<file path="config.mk">
export PLATFORM = sky130hd
export DESIGN_NAME = seg_stream_rx
export DESIGN_NICKNAME = d
export VERILOG_FILES = /design/src/rtl/seg_link_pkg.sv /design/src/rtl/seg_pattern_decode.sv /design/src/rtl/seg_stream_rx.sv
export SDC_FILE = /design/constraint.sdc
export NUM_CORES = 1
export LEC_CHECK = 0
export ABC_AREA = 1
export CORE_AREA = 2 2 79 156
export CTS_CLUSTER_SIZE = 8
export DETAILED_ROUTE_END_ITERATION = 12
export DIE_AREA = 0 0 81 158
export GPL_ROUTABILITY_DRIVEN = 0
export SLEW_MARGIN = 30
export SYNTH_ARGS = -nofsm -noshare
export SYNTH_HDL_FRONTEND = slang
export SYNTH_SLANG_ARGS = --single-unit
export TNS_END_PERCENT = 1
</file>
<file path="constraint.sdc">
create_clock -name i_CLK -period 4.95 [get_ports i_CLK]
set_clock_uncertainty 0.2 [all_clocks]
set_input_delay 0.495 -clock i_CLK [delete_from_list [all_inputs] [get_ports i_CLK]]
set_output_delay 0.495 -clock i_CLK [all_outputs]
set_load 0.1 [all_outputs]
</file>
<file path="src/rtl/seg_link_pkg.sv">
// ============================================================================
// seg_link_pkg: shared widths, segment patterns and FSM states of the display link.
// Revision 1.0
// ============================================================================
`default_nettype none

package seg_link_pkg;

   localparam int DISP_W  = 2;
   localparam int SEG_W   = 3;
   localparam int TUPLE_W = DISP_W + SEG_W + 1;

   localparam logic [DISP_W-1:0] DISP_LAST = 2'd3;
   localparam logic [SEG_W-1:0]  SEG_LAST  = 3'd6;

   // Active-low patterns, bit0 = a ... bit6 = g
   localparam logic [6:0] SEG_BLANK = 7'h7F;
   localparam logic [6:0] SEG_DIG0  = 7'h40;
   localparam logic [6:0] SEG_DIG1  = 7'h79;
   localparam logic [6:0] SEG_DIG2  = 7'h24;
   localparam logic [6:0] SEG_DIG3  = 7'h30;
   localparam logic [6:0] SEG_DIG4  = 7'h19;
   localparam logic [6:0] SEG_DIG5  = 7'h12;
   localparam logic [6:0] SEG_DIG6  = 7'h02;
   localparam logic [6:0] SEG_DIG7  = 7'h78;
   localparam logic [6:0] SEG_DIG8  = 7'h00;
   localparam logic [6:0] SEG_DIG9  = 7'h10;

   typedef enum logic [1:0] {
      HUNT    = 2'd0,
      COLLECT = 2'd1,
      DONE    = 2'd2
   } rx_state_t;

endpackage

`default_nettype wire

</file>
<file path="src/rtl/seg_pattern_decode.sv">
// ============================================================================
// seg_pattern_decode: active-low 7-segment pattern to BCD digit, flags unknown patterns.
// Revision 1.0
// ============================================================================
`default_nettype none

module seg_pattern_decode
   import seg_link_pkg::*;
(
   input  logic [6:0] pattern,
   output logic [3:0] digit,
   output logic       invalid
);

   always_comb begin
      digit   = 4'hF;
      invalid = 1'b0;
      case (pattern)
         SEG_DIG0:  digit = 4'd0;
         SEG_DIG1:  digit = 4'd1;
         SEG_DIG2:  digit = 4'd2;
         SEG_DIG3:  digit = 4'd3;
         SEG_DIG4:  digit = 4'd4;
         SEG_DIG5:  digit = 4'd5;
         SEG_DIG6:  digit = 4'd6;
         SEG_DIG7:  digit = 4'd7;
         SEG_DIG8:  digit = 4'd8;
         SEG_DIG9:  digit = 4'd9;
         SEG_BLANK: digit = 4'hF;
         default:   invalid = 1'b1;
      endcase
   end

endmodule

`default_nettype wire

</file>
<file path="src/rtl/seg_stream_rx.sv">
// ============================================================================
// seg_stream_rx: synchronize/filter the 6-wire display link, rebuild and decode 4 digits.
// Optional frame watchdog: FRAME_TIMEOUT_EN.  Revision 1.0
// ============================================================================
`default_nettype none

module seg_stream_rx
   import seg_link_pkg::*;
#(
   parameter int STABLE_CYCLES  = 16,
   parameter int SYNC_STAGES    = 2,
   parameter int TIMEOUT_CYCLES = 65535
) (
   input  logic              i_CLK,
   input  logic              i_RST,
   input  logic [DISP_W-1:0] i_disp_sel,
   input  logic [SEG_W-1:0]  i_seg_sel,
   input  logic              i_seg_bit,
   output logic [3:0]        o_Q0,
   output logic [3:0]        o_Q1,
   output logic [3:0]        o_Q2,
   output logic [3:0]        o_Q3,
   output logic              o_valid,
   output logic              o_err
);

   localparam logic [7:0] STABLE_LAST = 8'(STABLE_CYCLES - 1);

   generate
      if (STABLE_CYCLES < 2 || STABLE_CYCLES > 255 || SYNC_STAGES < 2 || TIMEOUT_CYCLES < 1)
      begin : g_param_check
         $error("seg_stream_rx: parameter out of range");
      end
   endgenerate

   logic [TUPLE_W-1:0]             link_tuple;
   logic [SYNC_STAGES*TUPLE_W-1:0] sync_sr;
   logic [SYNC_STAGES-1:0]         sync_vld;
   logic [TUPLE_W-1:0]             sync_tuple;
   logic [TUPLE_W-1:0]             prev_tuple;
   logic                           prev_vld;
   logic                           same;
   logic [7:0]                     stab_cnt;
   logic                           acc;
   logic [TUPLE_W-1:0]             acc_tuple;

   assign link_tuple = {i_disp_sel, i_seg_sel, i_seg_bit};
   assign sync_tuple = sync_sr[SYNC_STAGES*TUPLE_W-1 -: TUPLE_W];
   assign same       = prev_vld && (sync_tuple == prev_tuple);

   // sync_vld keeps reset-time flop contents from ever looking like a stable tuple
   always_ff @(posedge i_CLK) begin
      if (i_RST) begin
         sync_sr  <= '0;
         sync_vld <= '0;
      end else begin
         sync_sr  <= {sync_sr[(SYNC_STAGES-1)*TUPLE_W-1:0], link_tuple};
         sync_vld <= {sync_vld[SYNC_STAGES-2:0], 1'b1};
      end
   end

   always_ff @(posedge i_CLK) begin
      if (i_RST) begin
         prev_tuple <= '0;
         prev_vld   <= 1'b0;
         stab_cnt   <= '0;
         acc        <= 1'b0;
         acc_tuple  <= '0;
      end else begin
         prev_tuple <= sync_tuple;
         prev_vld   <= sync_vld[SYNC_STAGES-1];
         acc_tuple  <= prev_tuple;
         acc        <= 1'b0;
         if (!same) begin
            stab_cnt <= '0;
         end else if (stab_cnt != STABLE_LAST) begin
            stab_cnt <= stab_cnt + 8'd1;
            acc      <= (stab_cnt == STABLE_LAST - 8'd1);
         end
      end
   end

   logic [DISP_W-1:0] acc_disp;
   logic [SEG_W-1:0]  acc_seg;
   logic              acc_bit;
   logic              acc_is_start;

   assign {acc_disp, acc_seg, acc_bit} = acc_tuple;
   assign acc_is_start = (acc_disp == '0) && (acc_seg == '0);

   rx_state_t         state, state_nx;
   logic [DISP_W-1:0] exp_disp, exp_disp_nx;
   logic [SEG_W-1:0]  exp_seg, exp_seg_nx;
   logic [3:0][6:0]   shadow;
   logic              shadow_we;
   logic              seq_err;
   logic              load_out;
   logic              clear_out;
   logic              timeout;

`ifdef FRAME_TIMEOUT_EN
   logic [31:0] to_cnt;

   always_ff @(posedge i_CLK) begin
      if (i_RST || acc || state != COLLECT) begin
         to_cnt <= '0;
      end else if (!timeout) begin
         to_cnt <= to_cnt + 32'd1;
      end
   end

   assign timeout = (state == COLLECT) && (to_cnt >= 32'(TIMEOUT_CYCLES));
`else
   assign timeout = 1'b0;
`endif

   always_ff @(posedge i_CLK) begin
      if (i_RST) begin
         state    <= HUNT;
         exp_disp <= '0;
         exp_seg  <= '0;
         shadow   <= {4{SEG_BLANK}};
      end else begin
         state    <= state_nx;
         exp_disp <= exp_disp_nx;
         exp_seg  <= exp_seg_nx;
         if (shadow_we) begin
            shadow[acc_disp][acc_seg] <= acc_bit;
         end
      end
   end

   always_comb begin
      state_nx    = state;
      exp_disp_nx = exp_disp;
      exp_seg_nx  = exp_seg;
      shadow_we   = 1'b0;
      seq_err     = 1'b0;
      load_out    = 1'b0;
      clear_out   = 1'b0;
      case (state)
         HUNT: begin
            if (acc && acc_is_start) begin
               shadow_we   = 1'b1;
               exp_disp_nx = '0;
               exp_seg_nx  = 3'd1;
               state_nx    = COLLECT;
            end
         end
         COLLECT: begin
            if (acc) begin
               if (acc_disp == exp_disp && acc_seg == exp_seg) begin
                  shadow_we = 1'b1;
                  if (acc_seg == SEG_LAST) begin
                     exp_seg_nx  = '0;
                     exp_disp_nx = exp_disp + 2'd1;
                     if (acc_disp == DISP_LAST) begin
                        state_nx = DONE;
                     end
                  end else begin
                     exp_seg_nx = exp_seg + 3'd1;
                  end
               end else begin
                  // A misplaced (0,0) is the start of the next frame, not just noise
                  seq_err = 1'b1;
                  if (acc_is_start) begin
                     shadow_we   = 1'b1;
                     exp_disp_nx = '0;
                     exp_seg_nx  = 3'd1;
                  end else begin
                     state_nx = HUNT;
                  end
               end
            end else if (timeout) begin
               seq_err   = 1'b1;
               clear_out = 1'b1;
               state_nx  = HUNT;
            end
         end
         DONE: begin
            load_out = 1'b1;
            state_nx = HUNT;
         end
         default: state_nx = HUNT;
      endcase
   end

   logic [3:0][3:0] dec_digit;
   logic [3:0]      dec_invalid;

   genvar gi;
   generate
      for (gi = 0; gi < 4; gi++) begin : g_dec
         seg_pattern_decode u_dec (
            .pattern (shadow[gi]),
            .digit   (dec_digit[gi]),
            .invalid (dec_invalid[gi])
         );
      end
   endgenerate

   always_ff @(posedge i_CLK) begin
      if (i_RST) begin
         o_Q0    <= 4'hF;
         o_Q1    <= 4'hF;
         o_Q2    <= 4'hF;
         o_Q3    <= 4'hF;
         o_valid <= 1'b0;
         o_err   <= 1'b0;
      end else begin
         o_valid <= 1'b0;
         if (seq_err) begin
            o_err <= 1'b1;
         end
         if (load_out) begin
            o_Q0    <= dec_digit[0];
            o_Q1    <= dec_digit[1];
            o_Q2    <= dec_digit[2];
            o_Q3    <= dec_digit[3];
            o_valid <= 1'b1;
            if (|dec_invalid) begin
               o_err <= 1'b1;
            end
         end
         if (clear_out) begin
            o_Q0 <= 4'hF;
            o_Q1 <= 4'hF;
            o_Q2 <= 4'hF;
            o_Q3 <= 4'hF;
         end
      end
   end

endmodule

`default_nettype wire
</file>
# Word-level counts from Yosys, hierarchy flattened
# Cells that the tools add are included.
# W data, S select, Z words.
# classes
n_addsub,3
mux,46
order_cmp,4
n_eq_ne,55
reduce_logical,24
bitwise,2
# op_table
op,count
$pmux W4 S10,4
$eq A7 B7 Y1 const B,16
$eq A7 B5 Y1 const B,12
$eq A7 B6 Y1 const B,8
$reduce_or A11 Y1,4
$bwmux W28,1
$eq A7 B2 Y1 const B,4
$logic_not A7 Y1,4
$mux W2,11
$mux W1,18
$mux W3,5
$demux W7 S2,1
$ne A3 B3 Y1 const B,4
$reduce_and A5 Y1,2
$add A8 B1 Y8 const B,1
$eq A8 B4 Y1 const B,1
$ne A8 B4 Y1 const B,1
$pmux W2 S2,2
$mux W7,1
$eq A6 B6 Y1,1
$logic_and A1 B1 Y1,6
$pmux W3 S2,1
$eq A2 B2 Y1 const B,2
$logic_not A2 Y1,2
20 further kinds,22
# word_totals
wordCells,155
out_inout_bits,18
regBits,89
in_bits,8

# Longest topological paths before layout
# logic_depth
depth_word,8
mapped_depth,12
mapped_depth_nobuf,11

# Cells and area by module
# From an unflattened synthesis, not the netlist that was laid out.
# hier_totals
cells_unflattened,743
hier_area_um2,4909.7
# modules_own_cells
module,instances,area_each_um2,cells_each,seq_area_each_um2
seg_stream_rx,1,3683.5,487,1781.7
seg_pattern_decode,4,306.5,64,0.0

# Worst setup path after synthesis
# Ideal clock, no wire load.
# synth_path
path_type,register to register
start,register acc_tuple[5]
end,register shadow[27] in the netlist's numbering
setup_ps,133
t_arrival_ps,1346
path_buffers,1
required_ps,4617
synth_period_minus_slack_ps,1679
path_slack_ps,3271
stages_incl_launch_ff,10
path_cell_list,dfxtp_1 xnor2_1 nand2_2 nor2_4 nand3_2 nand2_1 nand2_4 buf_6 o21ai_2 nand3_1
# synth_via
elab_chain_len,6
word_cells_on_any_way,16
classes_between,order compare (2); eq/ne (1); mux (8); reduce/logical (5)
# synth_rtl
item,line,rtl
start: declaration,seg_stream_rx.sv:45,logic [TUPLE_W-1:0] acc_tuple;
start signal: assignment,seg_stream_rx.sv:72,acc_tuple <= prev_tuple;
branches (longest 6 deep; another with $lt A2 B3 Y1),n/a,
end signal: assignment,seg_stream_rx.sv:122,shadow <= {4{SEG_BLANK}};
end signal: indexed assignment,seg_stream_rx.sv:128,shadow[acc_disp][acc_seg] <= acc_bit;
end: declaration,seg_stream_rx.sv:94,logic [3:0][6:0] shadow;
# Several ways; the timed one is not identified.
# A chain may end at the register's enable or synchronous reset.

# Worst setup path after layout
# layout_path
start,register o_err
end,output o_err
# layout_rtl
item,line,rtl
start: declaration,seg_stream_rx.sv:24,output logic o_err
start signal: assignment,seg_stream_rx.sv:209,o_err <= 1'b0;
start signal: assignment,seg_stream_rx.sv:213,o_err <= 1'b1;
start signal: assignment,seg_stream_rx.sv:222,o_err <= 1'b1;
# No word-level cell between the ends.

==> out/results.ini <==
[yosys]
synth.cell_area_mm2 = 0.00465
syn_avg_cell_area_um2 = 6.76
synth_ff_type = dfxtp_1
ys_warn_count = 0
synth_cell_types = 33
async_flop_share = 0
synth_edf_count = 0
synthMostInstantiatedCell = nand2_1
yosysTopAreaCell = dfxtp_1
yosys-top-cells-count = nand2_1 (162), nor2_1 (102), dfxtp_1 (89)
ys_ff_latch = 89
yosysSeqAreaShare = 0.383
syn_inst = 688
netlist.area_leader.share = 0.383
synth.area.top_cells = dfxtp_1 (38%), nand2_1 (13%), nor2_1 (8.2%)
syn_nets = 699

[global_routing]
use_met2 = 0.377
grt_max_degree = 48
grt-ovfl-total = 0
gr-usage-met1 = 0.172
grt_pass1_vias = 4196
grt.met3_usage = 0.0228
grt_pass1_wl_um = 18700
antenna_found_initial = 0
gr-usage-all-layers = 0.189
top_usage_layer = met2

[clocking]
hold_buffers = 0
cts_made_buffers = 9
cts_root_buf = clkbuf_16
post_cts_resized = 0
clock_path_buffers = 2
clk_latency_ns = 0.34
cts_sinks = 89
post_cts_buffers = 0
clk_pin_slew_worst_paths_ns = 0.07
h-tree-depth = 3
cts_tree = yes

[critical_path]
crit_path_max_fanout = 2
reg2reg_from = acc_tuple[5]
critPathArrivalTime_ns = 1.84
endpoint_kind = primary output
slowest_stage = clkdlybuf4s50_1
worstSetupPathType = flop to primary output
crit_family = buffers and inverters
required_ns = 4.26
reg2reg_slack_ns = 2.72
startpoint = o_err
worst-path-buf-inv = 1
cpPeakStageDelay_ns = 1.14
critical_path.cell_chain = clkdlybuf4s50_1
startpoint_type = flop

[power_and_ir_drop]
max-vdd-ir-drop_v = 0.000237
p_leak_uw = 0.00235
pwr_density_cell_mw_per_mm2 = 274

[layout]
finalNonFillerCells = 856
fin_nets = 717
area_delta_synth_final_pct = 14.0
n_antenna_cell = 0
layout-drive-gt1-share = 0.0872
fillers = 1205

[detailed_routing]
wire_per_inst_um = 13.0
drt-initial-drc-count = 235
drt_pre_antenna_iters = 4
drc = 0
routed-via-count = 4348
ant_nets = 0
vias_per_cell = 5.08
wl_um = 11100

[floorplanning]
fp.dieH_um = 158
num_rows = 56
start_util = 0.400
coreArea_mm2 = 0.0116
io_pins = 26
die_w_um = 81
die-area_mm2 = 0.0128

[sta]
finalSetupViolCount = 0
worstMarginPinSlew_ns = 0.973
timing.slew.headroom = 0.349
fmaxAchievable_mhz = 394
rsz0062_at_grt = no
fin_crit_sh = 0.512
maxSlewViolCount = 0
fin_crit_ns = 2.54
setup_tns_ns = 0
hold_viol = 0

[outcome]
status = completed

[worst_hold_path]
min_path_type = flop to flop
holdCritStartpoint = sync_sr[1]

[place]
dp.cells = 840
port_buffers = 25
hpwl_um = 8360

[job]
maxCapViolations = 0

-- sequential cells by signal (all words and copies together), names as in the netlist, 2 cells and up --
register	count
shadow	28
sync_sr	12
stab_cnt	8
acc_tuple	6
prev_tuple	6
o_Q0	4
o_Q1	4
o_Q2	4
o_Q3	4
exp_seg	3
exp_disp	2
state	2
sync_vld	2
-- logic make-up after synthesis --
family	count (synthesis)	synth area share
flip-flops	89	0.383
XOR/XNOR	13	0.0245
adder cells (fa/ha/maj)	3	0.00808
AO/OA/AOI/OAI	71	0.105
buffers and inverters	112	0.0988
AND/OR/NAND/NOR	400	0.380
-- layout make-up --
cell class	count	area (um^2)	share of cell area
Tap cell	145	181	0.0342
Clock inverter	2	37.5	0.00709
Multi-Input combinational cell	487	2420	0.458
Timing Repair Buffer	30	283	0.0534
Inverter	89	334	0.0631
Sequential cell	89	1780	0.337
Clock buffer	14	254	0.0479
-- final timing paths --
| kind | end | depth (start not counted) |
|---|---|---|
| setup / recovery | o_err | 1 |
| hold / removal | sync_sr[7] | 2 |
| setup reg to reg | shadow[5] | 8 |
| hold reg to reg | sync_sr[7] | 2 |
-- cell usage in the layout, fill, tap and decap left out, types with 2 or more instances in the layout --
| master | n |
|---|---|
| o21ai_0 | 5 |
| xor2_1 | 11 |
| nand3_1 | 63 |
| clkbuf_16 | 9 |
| nand2_1 | 161 |
| and3_1 | 2 |
| nand4_1 | 36 |
| clkbuf_1 | 4 |
| nor3_1 | 20 |
| nand3_2 | 2 |
| clkdlybuf4s50_1 | 24 |
| nor3_2 | 3 |
| nand2_2 | 2 |
| nor2_4 | 3 |
| o21ai_2 | 27 |
| clkinv_1 | 2 |
| inv_2 | 2 |
| dfxtp_1 | 88 |
| a21oi_1 | 30 |
| buf_4 | 5 |
| nor2_1 | 102 |
| nand3b_1 | 3 |
| inv_1 | 85 |
| xnor2_1 | 2 |
| ha_1 | 3 |
| a31oi_1 | 3 |
-- power by group --
part           internal [uW]  switching (uW)
logic                   13.5            28.4
clock network            406             272
registers                724            5.18
total                   1140             305
-- per-layer routing --
metal,routed length [um],up-vias
met2,6410,72
li1,-,2258
met4,437,0
met3,232,23
met5,0,-
met1,4060,1995
-- through the flow --
stage	hold slack, ns	power (uW)	cell area, um^2	worst slack (ns)	utilization
2_1_floorplan	0.188	772	4650	3.27	-
3_3_place_gp	0.189	786	4990	2.59	0.429
3_5_place_dp	0.195	788	5000	2.53	0.430
4_1_cts	0.204	1470	5290	2.39	0.455
5_1_grt	0.217	1500	5300	2.38	0.455
6_report	0.201	1450	5300	2.42	0.455
No activity file was read; power rests on OpenSTA's default activity.
